$ cat src/rtl/apb_master_nsel.sv
// apb_master_nsel: APB master with NUM_SLAVES decoded PSEL lines, back-to-back transfers, wait-state timeout, decode-error reporting; optional byte strobes under APB_PSTRB_EN
module apb_master_nsel #(
  parameter int ADDR_WIDTH = 32,
  parameter int DATA_WIDTH = 32,
  parameter int NUM_SLAVES = 4,
  parameter int SEL_BITS   = 2,
  parameter int TOUT_CYC   = 16
) (
  input  logic                             PCLK,
  input  logic                             PRESETn,
  input  logic [ADDR_WIDTH-1:0]            ADDR_mst_i,
  input  logic                             RW_mst_i,
  input  logic                             TRANSFER_mst_i,
  input  logic [DATA_WIDTH-1:0]            WDATA_mst_i,
  input  logic                             TOUT_mst_i,
  output logic                             BUSY_mst_o,
  output logic                             DONE_mst_o,
  output logic [1:0]                       FAIL_mst_o,
  output logic [DATA_WIDTH-1:0]            RDATA_mst_o,
  output logic [ADDR_WIDTH-1:0]            PADDR_mst_o,
  output logic                             PWRITE_mst_o,
  output logic [NUM_SLAVES-1:0]            PSEL_mst_o,
  output logic                             PENABLE_mst_o,
  output logic [DATA_WIDTH-1:0]            PWDATA_mst_o,
  input  logic [NUM_SLAVES-1:0]            PREADY_mst_i,
  input  logic [NUM_SLAVES-1:0]            PSLVERR_mst_i,
`ifdef APB_PSTRB_EN
  input  logic [DATA_WIDTH/8-1:0]          STRB_mst_i,
  output logic [DATA_WIDTH/8-1:0]          PSTRB_mst_o,
`endif
  input  logic [NUM_SLAVES*DATA_WIDTH-1:0] PRDATA_mst_i
);
  localparam int CW = $clog2(TOUT_CYC + 1);
  localparam logic [1:0] S_IDLE = 2'd0, S_SETUP = 2'd1, S_ACCESS = 2'd2, S_ERR = 2'd3;
  logic [1:0]            r_state;
  logic [CW-1:0]         r_cnt;
  logic                  r_err_late;
  logic [DATA_WIDTH-1:0] w_rdata;
  logic [SEL_BITS-1:0]   w_idx;
  logic                  w_valid, w_ready, w_slverr, w_access, w_complete, w_abort, w_accept;
  assign w_idx      = ADDR_mst_i[ADDR_WIDTH-1 -: SEL_BITS];
  assign w_valid    = 32'(w_idx) < NUM_SLAVES;
  assign w_ready    = |(PREADY_mst_i & PSEL_mst_o);
  assign w_slverr   = |(PSLVERR_mst_i & PSEL_mst_o);
  assign w_access   = r_state == S_ACCESS;
  assign w_complete = w_access && w_ready && !TOUT_mst_i;
  assign w_abort    = (r_state == S_SETUP || w_access) &&
                      (TOUT_mst_i || (w_access && !w_ready && r_cnt == CW'(TOUT_CYC - 1)));
  assign BUSY_mst_o = r_state != S_IDLE && !w_complete;
  assign w_accept   = TRANSFER_mst_i && !BUSY_mst_o;
  // Return-data mux driven only by the selected slave, so idle slaves cannot leak onto RDATA
  always_comb begin
    w_rdata = '0;
    for (int k = 0; k < NUM_SLAVES; k++)
      w_rdata = w_rdata | (PSEL_mst_o[k] ? PRDATA_mst_i[k*DATA_WIDTH +: DATA_WIDTH] : '0);
  end
  // Transfer sequencing; completion pulse and a back-to-back accept may share one edge
  always_ff @(posedge PCLK or negedge PRESETn) begin
    if (!PRESETn) begin
      r_state       <= S_IDLE;
      r_cnt         <= '0;
      r_err_late    <= 1'b0;
      DONE_mst_o    <= 1'b0;
      FAIL_mst_o    <= 2'b00;
      RDATA_mst_o   <= '0;
      PADDR_mst_o   <= '0;
      PWRITE_mst_o  <= 1'b0;
      PSEL_mst_o    <= '0;
      PENABLE_mst_o <= 1'b0;
      PWDATA_mst_o  <= '0;
`ifdef APB_PSTRB_EN
      PSTRB_mst_o   <= '0;
`endif
    end else begin
      DONE_mst_o  <= 1'b0;
      FAIL_mst_o  <= 2'b00;
      RDATA_mst_o <= '0;
      if (w_complete) begin
        DONE_mst_o  <= 1'b1;
        FAIL_mst_o  <= {1'b0, w_slverr};
        RDATA_mst_o <= PWRITE_mst_o ? '0 : w_rdata;
      end
      if (w_accept) begin
        PADDR_mst_o   <= ADDR_mst_i;
        PWRITE_mst_o  <= RW_mst_i;
        PWDATA_mst_o  <= WDATA_mst_i;
`ifdef APB_PSTRB_EN
        PSTRB_mst_o   <= RW_mst_i ? STRB_mst_i : '0;
`endif
        PENABLE_mst_o <= 1'b0;
        r_cnt         <= '0;
        if (w_valid) begin
          r_state    <= S_SETUP;
          PSEL_mst_o <= NUM_SLAVES'(1) << w_idx;
        end else begin
          r_state    <= S_ERR;
          PSEL_mst_o <= '0;
          r_err_late <= w_complete;
          if (!w_complete) begin
            DONE_mst_o <= 1'b1;
            FAIL_mst_o <= 2'b10;
          end
        end
      end else if (r_state == S_ERR) begin
        r_state    <= S_IDLE;
        r_err_late <= 1'b0;
        if (r_err_late) begin
          DONE_mst_o <= 1'b1;
          FAIL_mst_o <= 2'b10;
        end
      end else if (w_abort) begin
        r_state       <= S_IDLE;
        PSEL_mst_o    <= '0;
        PENABLE_mst_o <= 1'b0;
        DONE_mst_o    <= 1'b1;
        FAIL_mst_o    <= 2'b11;
      end else if (w_complete) begin
        r_state       <= S_IDLE;
        PSEL_mst_o    <= '0;
        PENABLE_mst_o <= 1'b0;
      end else if (r_state == S_SETUP) begin
        r_state       <= S_ACCESS;
        PENABLE_mst_o <= 1'b1;
      end else if (w_access) begin
        r_cnt <= r_cnt + 1'b1;
      end
    end
  end
endmodule

$ cat config.mk
export PLATFORM = sky130hd
export DESIGN_NAME = apb_master_nsel
export DESIGN_NICKNAME = d
export VERILOG_FILES = /design/src/rtl/apb_master_nsel.sv
export SDC_FILE = /design/constraint.sdc
export NUM_CORES = 1
export LEC_CHECK = 0
export CAP_MARGIN = 20
export CORE_ASPECT_RATIO = 0.6
export CORE_UTILIZATION = 37
export DETAILED_ROUTE_END_ITERATION = 12
export HOLD_SLACK_MARGIN = 0.1
export PLACE_DENSITY = 0.81
export SYNTH_ARGS = -nofsm -noshare
export SYNTH_HDL_FRONTEND = slang
export SYNTH_SLANG_ARGS = --single-unit
$ cat constraint.sdc
create_clock -name PCLK -period 2.2 [get_ports PCLK]
set_clock_uncertainty 0.05 [all_clocks]
set_input_delay 0.22 -clock PCLK [delete_from_list [all_inputs] [get_ports PCLK]]
set_output_delay 0.22 -clock PCLK [all_outputs]
set_load 0.01 [all_outputs]
==> impl_metrics.yaml, run 1 <==
setup_path:
  crit_family: "buffers and inverters"
  cp_data_required_time_ns: 1.93
  crit_chain: "buf_4 -> clkdlybuf4s50_1"
  r2r_end: "r_cnt[3]$_DFFE_PN0P_"
  critPathBufInv: 2
  r2r_cells: 8
  setup.worst_path.class: "reg -> out"
  slowest_stage: "clkdlybuf4s50_1"
  reg2reg_from: "r_cnt[0]$_DFFE_PN0P_"
  cp.arrival_ns: 1.87
  worst_setup_path_start_kind: "flop"
  reg2reg_setup_slack_ns: 0.11
  worstSetupEndpointType: "output port"
  crit_fanout: 34
  critPathMaxStageDelay_ns: 0.62
timing:
  fmax_mhz: 467
  tightestPinTransition_ns: 0.511
  slew_headroom_pct: 65.7
  slew_violations: 0
  finalHoldViolCount: 0
  fin_crit_ns: 2.14
  hold_ws_ns: 0.256
  setup-tns-final_ns: 0
  setup_viol: 0
  rsz0062_at_grt: "false"
  min_period_over_period_pct: 97.4
global_routing:
  grt_antenna_before_repair: 0
  grt_pass1_vias: 4633
  overflow: 0
  grt_pass1_wl_microns: 25300
  track_usage_pct: 24.0
  grt_max_degree: 71
logic_synthesis:
  synth_ff_type: "dfrtp_1"
  synthCells: 374
  synth_edf_count: 0
  avgSynthCellArea_sq_um: 13.3
  synth.yosys.seq_area_share_pct: 56.3
  synth_nets: 586
  synthArstFlopShare_pct: 100
  syn-cell-area_sq_um: 4980
  ys_warn_count: 0
  synthDistinctLibCells: 42
  synth_seq_cells: 112
cells_and_area:
  layout.nets: 895
  final_cells: 858
  fin_area_sq_um: 8630
  seq_area_sq_um: 2800
  areaGrowthSynthToFinish_pct: 73.4
  layout-drive-gt1-share_pct: 15.7
  fillers: 978
  diodes: 0
  multi_input_area_sq_um: 2040
placement:
  place_inst: 840
  placedInstanceArea_sq_um: 8290
  io_buffer_count: 310
  dp_hpwl_microns: 12600
  gp_congestion: 0.904
run:
  max-cap-violations: 0
clock_network:
  clock_path_buffers: 2
  clk_root_buffer_cell: "clkbuf_16"
  cts_tree: "yes"
  h-tree-depth: 3
  clk_pin_slew_ns: 0.08
  cts_made_buffers: 9
  insertion_delay_ns: 0.34
  cts.sinks: 112
floorplanning:
  die_width_microns: 152
  fp-row-count: 32
  ios: 311
  core-area_sq_um: 13000
  die_y_microns: 91.8
  die-area_sq_um: 13900
  initial_core_util_pct: 38.4
drt:
  first_pass_iters: 4
  drt-total-wl_microns: 16900
  antenna_left: 0
  drtIter0Drc: 173
  drc_errors: 0
  wl_per_cell_microns: 19.7
  via_per_inst: 5.25
  dr_total_vias: 4501
power_and_ir_drop:
  vdd_drop_max_v: 0.000716
  p_total_w: 0.00988
  power_density_nw_per_um2: 1140
  power.leakage_nw: 3.49
outcome:
  status: "completed"
hold_path:
  hold_path.class: "in -> async"
[cells in the final DEF (no fill, tap or decap), drive strengths merged, types with 4 or more instances in the layout]
master	count
clkdlybuf4s50	308
dfrtp	112
a22oi	66
mux2	65
a21oi	33
buf	14
inv	11
clkbuf	9
ha	7
nor2	5
o21ai	5
nand2	5
a22o	5
nand3	4
[routing by layer]
layer	share of wire, %	GRT usage (%)
met1	39	29.4
met2	49	39.8
met3	9.5	8.36
met4	1.8	6.85
met5	0	0
[sequential cells by signal, indices dropped and copies added (netlist names), 2 cells and up]
signal and count:
PADDR_mst_o 32, PSEL_mst_o 4, FAIL_mst_o 2, RDATA_mst_o 32, PWDATA_mst_o 32, r_cnt 5, r_state 2
[metrics by stage]
stage | setup slack [ns] | util, %
global placement | 0.151 | 63.9
detailed placement | 0.139 | 63.9
finish | 0.0577 | 66.5
global route | 0.00925 | 66.5
CTS | 0.00127 | 66.3
floorplan | 0.303 | -
[power by group]
group / internal, W / total, W / switching [W]
registers: 0.00281 / 0.00331 / 0.000501
clock network: 0.000784 / 0.00156 / 0.000774
logic: 0.00290 / 0.00501 / 0.00211
total: 0.00649 / 0.00988 / 0.00339
[kinds of logic (layout without fill, tap and decap cells)]
| logic type | Yosys count | after routing | synth area share, % |
|---|---|---|---|
| AOI/OAI and AO/OA | 132 | 132 | 19.0 |
| adders and majority gates | 7 | 7 | 1.76 |
| buffers and inverters | 34 | 348 | 3.47 |
| DFF | 112 | 112 | 56.3 |
| muxes | 65 | 65 | 16.7 |
| and+or+nand+nor | 24 | 24 | 2.74 |
[worst reg2reg max path: stages, from the launching register on]
cell	delay, ns
dfrtp_1	0.42
ha_1	0.25
and3_1	0.19
ha_1	0.21
nand3_1	0.10
o31ai_1	0.10
buf_4	0.16
nor4b_1	0.34
a2bb2oi_1	0.19
[synthesized netlist by cell type (4+ instances only)]
cell type,instances,area share (%)
nand2_1,4,0.30
dfrtp_1,112,56
ha_1,7,1.8
a22oi_1,66,10
nand3_1,4,0.40
inv_1,8,0.60
o21ai_0,5,0.50
clkbuf_1,15,1.1
nor2_1,5,0.38
mux2_2,39,8.8
a21oi_1,33,3.3
mux2_4,26,7.8
buf_2,6,0.60
buf_6,5,1.1
[worst max-delay path by stage]
stage,startpoint,to,slack [ns],cells after the start
floorplan,PSEL_mst_o[2]$_DFFE_PN0P_,PADDR_mst_o[25]$_DFFE_PN0P_,0.30,7
global placement,PREADY_mst_i[2],BUSY_mst_o,0.15,5
detailed placement,TOUT_mst_i,PADDR_mst_o[12]$_DFFE_PN0P_,0.14,6
CTS,PSEL_mst_o[1]$_DFFE_PN0P_,BUSY_mst_o,0.001,4
global route,r_cnt[0]$_DFFE_PN0P_,r_cnt[3]$_DFFE_PN0P_,0.009,8
finish,PSEL_mst_o[2]$_DFFE_PN0P_,PSEL_mst_o[2],0.06,2
[cell type report]
class / instances / area share (%)
clock buffer: 9 / 2.61
clock inverter: 7 / 0.638
inverter: 8 / 0.348
multi-input combinational: 228 / 23.7
sequential: 112 / 32.5
tap: 170 / 2.46
timing repair buffer: 324 / 37.8
[repair_timing]
action / CTS / global route
hold endpoints to repair: 36 / 0
hold buffers: 1 / 0
gates resized for setup: 4 / 5
pin swaps: 0 / 1
setup endpoints to repair: 1 / 3
buffers inserted: 0 / 1
Note: power is estimated with default switching activity, not from simulation.
==> run 2: changes to the inputs <==
--- a/config.mk
+++ b/config.mk
@@ -13,2 +13,3 @@
 export PLACE_DENSITY = 0.81
+export SKIP_CTS_REPAIR_TIMING = 1
 export SYNTH_ARGS = -nofsm -noshare
@@ -16 +17,2 @@
 export SYNTH_SLANG_ARGS = --single-unit
+export TNS_END_PERCENT = 10
==> constraint.sdc (replaced) <==
create_clock -name PCLK -period 2.2 [get_ports PCLK]
set_clock_uncertainty 0.05 [all_clocks]
set_input_delay 0.44 -clock PCLK [delete_from_list [all_inputs] [get_ports PCLK]]
set_output_delay 0.44 -clock PCLK [all_outputs]
set_load 0.01 [all_outputs]
==> impl_metrics.yaml, run 2 (same netlist as run 1, synthesis figures left out) <==
outcome:
  status: "completed"
cells_and_area:
  areaGrowthSynthToFinish_pct: 75.6
  top_regs: "PADDR_mst_o (32), PWDATA_mst_o (32), RDATA_mst_o (32)"
  final_cells: 869
  final_common_cell: "clkdlybuf4s50_1"
  post-route-util_pct: 67.4
  mostFrequentLayoutCells: "clkdlybuf4s50_1 (308), dfrtp_1 (112), a22oi_1 (64)"
  layout.nets: 906
  diodes: 0
  fillers: 968
  layout-drive-gt1-share_pct: 16.7
clock_network:
  h-tree-depth: 3
  clk_root_buffer_cell: "clkbuf_16"
  cts.sinks: 112
  insertion_delay_ns: 0.35
  clk_pin_slew_ns: 0.08
  cts_tree: "yes"
  cts_made_buffers: 9
  clock_path_buffers: 2
power_and_ir_drop:
  power.share.clock_pct: 16.0
  vdd_drop_max_v: 0.000646
  pwr-share-comb_pct: 51.2
  p_sw_share_pct: 34.3
  seqPwrFrac_pct: 32.7
  p_sw_w: 0.00346
  power_density_nw_per_um2: 1160
  power.leakage_nw: 3.55
  p_total_w: 0.0101
  intPower_w: 0.00663
global_routing:
  overflow: 0
  grt_max_degree: 113
  track_usage_pct: 24.1
  grt_antenna_before_repair: 1
  grt_pass1_wl_microns: 25400
  grt_pass1_vias: 4798
drt:
  dr_total_vias: 4485
  wl_per_cell_microns: 19.8
  first_pass_iters: 4
  drt-total-wl_microns: 17200
  drc_errors: 0
  via_per_inst: 5.16
  antenna_left: 0
  drtIter0Drc: 180
setup_path:
  worst_setup_path_start_kind: "flop"
  r2r_cells: 7
  cp.arrival_ns: 1.68
  slowest_stage: "clkdlybuf4s50_1"
  cp_data_required_time_ns: 1.71
  critPathMaxStageDelay_ns: 0.59
  setup.worst_path.class: "reg -> out"
  crit_family: "buffers and inverters"
  critPathBufInv: 2
  crit_chain: "buf_8 -> clkdlybuf4s50_1"
  worstSetupEndpointType: "output port"
  worstSetupPathDepth: 2
  crit_fanout: 35
timing:
  min_period_over_period_pct: 98.6
  fmax_mhz: 461
  finalHoldViolCount: 0
  setup-tns-final_ns: 0
  fin_crit_ns: 2.17
  rsz0062_at_grt: "true"
  setup_ws_ns: 0.0318
  slew_headroom_pct: 59.4
  setup_viol: 0
  slew_violations: 0
  tightestPinTransition_ns: 0.608
placement:
  gp_congestion: 0.859
  io_buffer_count: 310
  pre_cts_ws_ns: -0.256
  place_inst: 851
  dp_hpwl_microns: 12900
floorplanning:
  die-area_sq_um: 13900
  die_y_microns: 91.8
  die_width_microns: 152
  ios: 311
  fp-row-count: 32
  core-area_sq_um: 13000
  initial_core_util_pct: 38.4
run:
  max-cap-violations: 0
hold_path:
  hold_path.class: "in -> async"
-- run 2: cell count changes in the layout (fill, tap and decap cells not counted), sizes merged --
cell         before  now
buf              14   26
clkbuf            9   11
clkinv            3    1
dlygate4sd3       1    0
-- run 2: metrics by stage --
| stage | cell area [sq um] | hold slack [ns] |
|---|---|---|
| floorplan | 4980 | 0.0944 |
| global placement | 8370 | 0.440 |
| detailed placement | 8370 | 0.445 |
| CTS | 8660 | 0.147 |
| global route | 8740 | 0.160 |
| finish | 8740 | 0.0965 |
-- run 2: final timing paths --
check / to / from / slack (ns)
setup reg to reg: r_cnt[1]$_DFFE_PN0P_ / r_cnt[1]$_DFFE_PN0P_ / 0.10
min in group PCLK: PWDATA_mst_o[25]$_DFFE_PN0P_ / PWDATA_mst_o[25]$_DFFE_PN0P_ / 0.46
setup / recovery: PSEL_mst_o[2] / PSEL_mst_o[2]$_DFFE_PN0P_ / 0.03
hold / removal: PADDR_mst_o[30]$_DFFE_PN0P_ / PRESETn / 0.1
hold reg to reg: PWDATA_mst_o[25]$_DFFE_PN0P_ / PWDATA_mst_o[25]$_DFFE_PN0P_ / 0.46
max in group asynchronous: RDATA_mst_o[30]$_DFF_PN0_ / PRESETn / 1.53
-- run 2: cell type report --
class	instances	area, sq um	area share [%]
sequential	112	2800	32.1
clock inverter	5	47.5	0.544
tap	170	213	2.43
clock buffer	11	243	2.78
timing repair buffer	335	3380	38.6
multi-input combinational	228	2030	23.2
inverter	8	30.0	0.344
-- run 2: power by group through the flow --
stage	Sequential (W)	Clock (W)	Combinational, W
final	0.00330	0.00162	0.00517
after global routing	0.00340	0.00173	0.00550
after CTS	0.00329	0.00167	0.00511
after detailed placement	0.00330	0	0.00509
after global placement	0.00325	0	0.00494
after floorplan	0.00355	0	0.00226
-- run 2: routing by layer --
layer	global-route usage, %	wire length (microns)
met5	0	13
met4	7.10	395
met3	8.11	1580
met2	42.5	8580
met1	27.6	6620
==> run 3: changes to the inputs <==
Settings changed: PLACE_DENSITY 0.81 to 0.8.
==> impl_metrics.yaml, run 3 (same netlist as run 1, synthesis figures left out) <==
outcome:
  status: "completed"
placement:
  dp_hpwl_microns: 12400
  place_inst: 851
  gp_congestion: 0.869
  io_buffer_count: 310
  placedInstanceArea_sq_um: 8370
global_routing:
  grt_antenna_before_repair: 0
  grt_pass1_vias: 4775
  grt_max_degree: 113
  grt_pass1_wl_microns: 25000
  overflow: 0
  track_usage_pct: 23.7
cells_and_area:
  areaGrowthSynthToFinish_pct: 75.7
  layout.nets: 907
  layout-drive-gt1-share_pct: 17.1
  mostFrequentLayoutCells: "clkdlybuf4s50_1 (308), dfrtp_1 (112), a22oi_1 (64)"
  diodes: 0
  fin_area_sq_um: 8740
  final_common_cell: "clkdlybuf4s50_1"
  top_regs: "PADDR_mst_o (32), PWDATA_mst_o (32), RDATA_mst_o (32)"
  final_cells: 870
drt:
  drtIter0Drc: 196
  antenna_left: 0
  drc_errors: 0
  first_pass_iters: 4
  dr_total_vias: 4501
  wl_per_cell_microns: 19.3
  drt-total-wl_microns: 16800
  via_per_inst: 5.17
timing:
  setup_viol: 0
  rsz0062_at_grt: "true"
  fin_crit_ns: 2.16
  slew_violations: 0
  min_period_over_period_pct: 98.1
  setup-tns-final_ns: 0
  finalHoldViolCount: 0
  slew_headroom_pct: 58.7
  fmax_mhz: 463
  tightestPinTransition_ns: 0.619
power_and_ir_drop:
  vdd_drop_max_v: 0.000744
  p_total_w: 0.0100
  power.leakage_nw: 3.56
  power_density_nw_per_um2: 1140
clock_network:
  cts_tree: "yes"
  cts.sinks: 112
  clk_pin_slew_ns: 0.08
  insertion_delay_ns: 0.34
  h-tree-depth: 3
  clock_path_buffers: 2
  clk_root_buffer_cell: "clkbuf_16"
  cts_made_buffers: 9
floorplanning:
  die-area_sq_um: 13900
  die_y_microns: 91.8
  initial_core_util_pct: 38.4
  ios: 311
  die_width_microns: 152
  core-area_sq_um: 13000
  fp-row-count: 32
setup_path:
  crit_fanout: 35
  setup.worst_path.class: "reg -> out"
  cp.arrival_ns: 1.67
  worstSetupEndpointType: "output port"
  cp_data_required_time_ns: 1.71
  worst_setup_path_start_kind: "flop"
run:
  max-cap-violations: 0
hold_path:
  hold_path.class: "in -> async"
==> run 3: power breakdown <==
part	internal (W)	switching, W	leakage (nW)
Combinational	0.00301	0.00214	2.02
Clock	0.000788	0.000785	0.135
Sequential	0.00281	0.000478	1.41
==> run 3: per-layer routing <==
metal | track usage [%] | up-vias | part of all wire [%]
met5 | 0 | - | 0
met4 | 7.18 | 0 | 2.2
met3 | 7.21 | 28 | 9.0
met2 | 40.3 | 209 | 48
met1 | 28.5 | 2198 | 40
li1 | - | 2066 | -
==> run 3: critical path, cell delays in order (launching register included) <==
cell	delay, ns
dfrtp_1	0.44
buf_8	0.28
clkdlybuf4s50_1	0.60
==> run 3: area by class of cell <==
class                      instances  area [sq um]
sequential                       112          2800
clock buffer                      10           229
inverter                           8          30.0
multi-input combinational        228          2040
clock inverter                     6          50.0
tap                              170           213
fill                             974          4230
timing repair buffer             336          3380
==> run 3: per-stage QoR <==
stage	worst slack, ns	hold WS, ns	utilization, %
floorplan	0.303	0.0944	-
global placement	-0.207	0.440	64.6
detailed placement	-0.220	0.444	64.6
CTS	-0.256	0.145	66.7
global route	-0.0224	0.133	67.4
finish	0.0413	0.0837	67.4
==> run 3: path summary, 6_finish.rpt <==
| kind | startpoint | to | slack, ns | cells after the start |
|---|---|---|---|---|
| worst max-delay path | PSEL_mst_o[1]$_DFFE_PN0P_ | PSEL_mst_o[1] | 0.04 | 2 |
| worst max register to register | r_state[1]$_DFFE_PN0P_ | r_cnt[1]$_DFFE_PN0P_ | 0.19 | 7 |
| min in group PCLK | PWDATA_mst_o[25]$_DFFE_PN0P_ | PWDATA_mst_o[25]$_DFFE_PN0P_ | 0.46 | 1 |
| max in group asynchronous | PRESETn | RDATA_mst_o[3]$_DFF_PN0_ | 1.50 | 2 |
| worst min-delay path | PRESETn | PWRITE_mst_o$_DFFE_PN0P_ | 0.08 | 2 |
| worst min register to register | PWDATA_mst_o[25]$_DFFE_PN0P_ | PWDATA_mst_o[25]$_DFFE_PN0P_ | 0.46 | 1 |
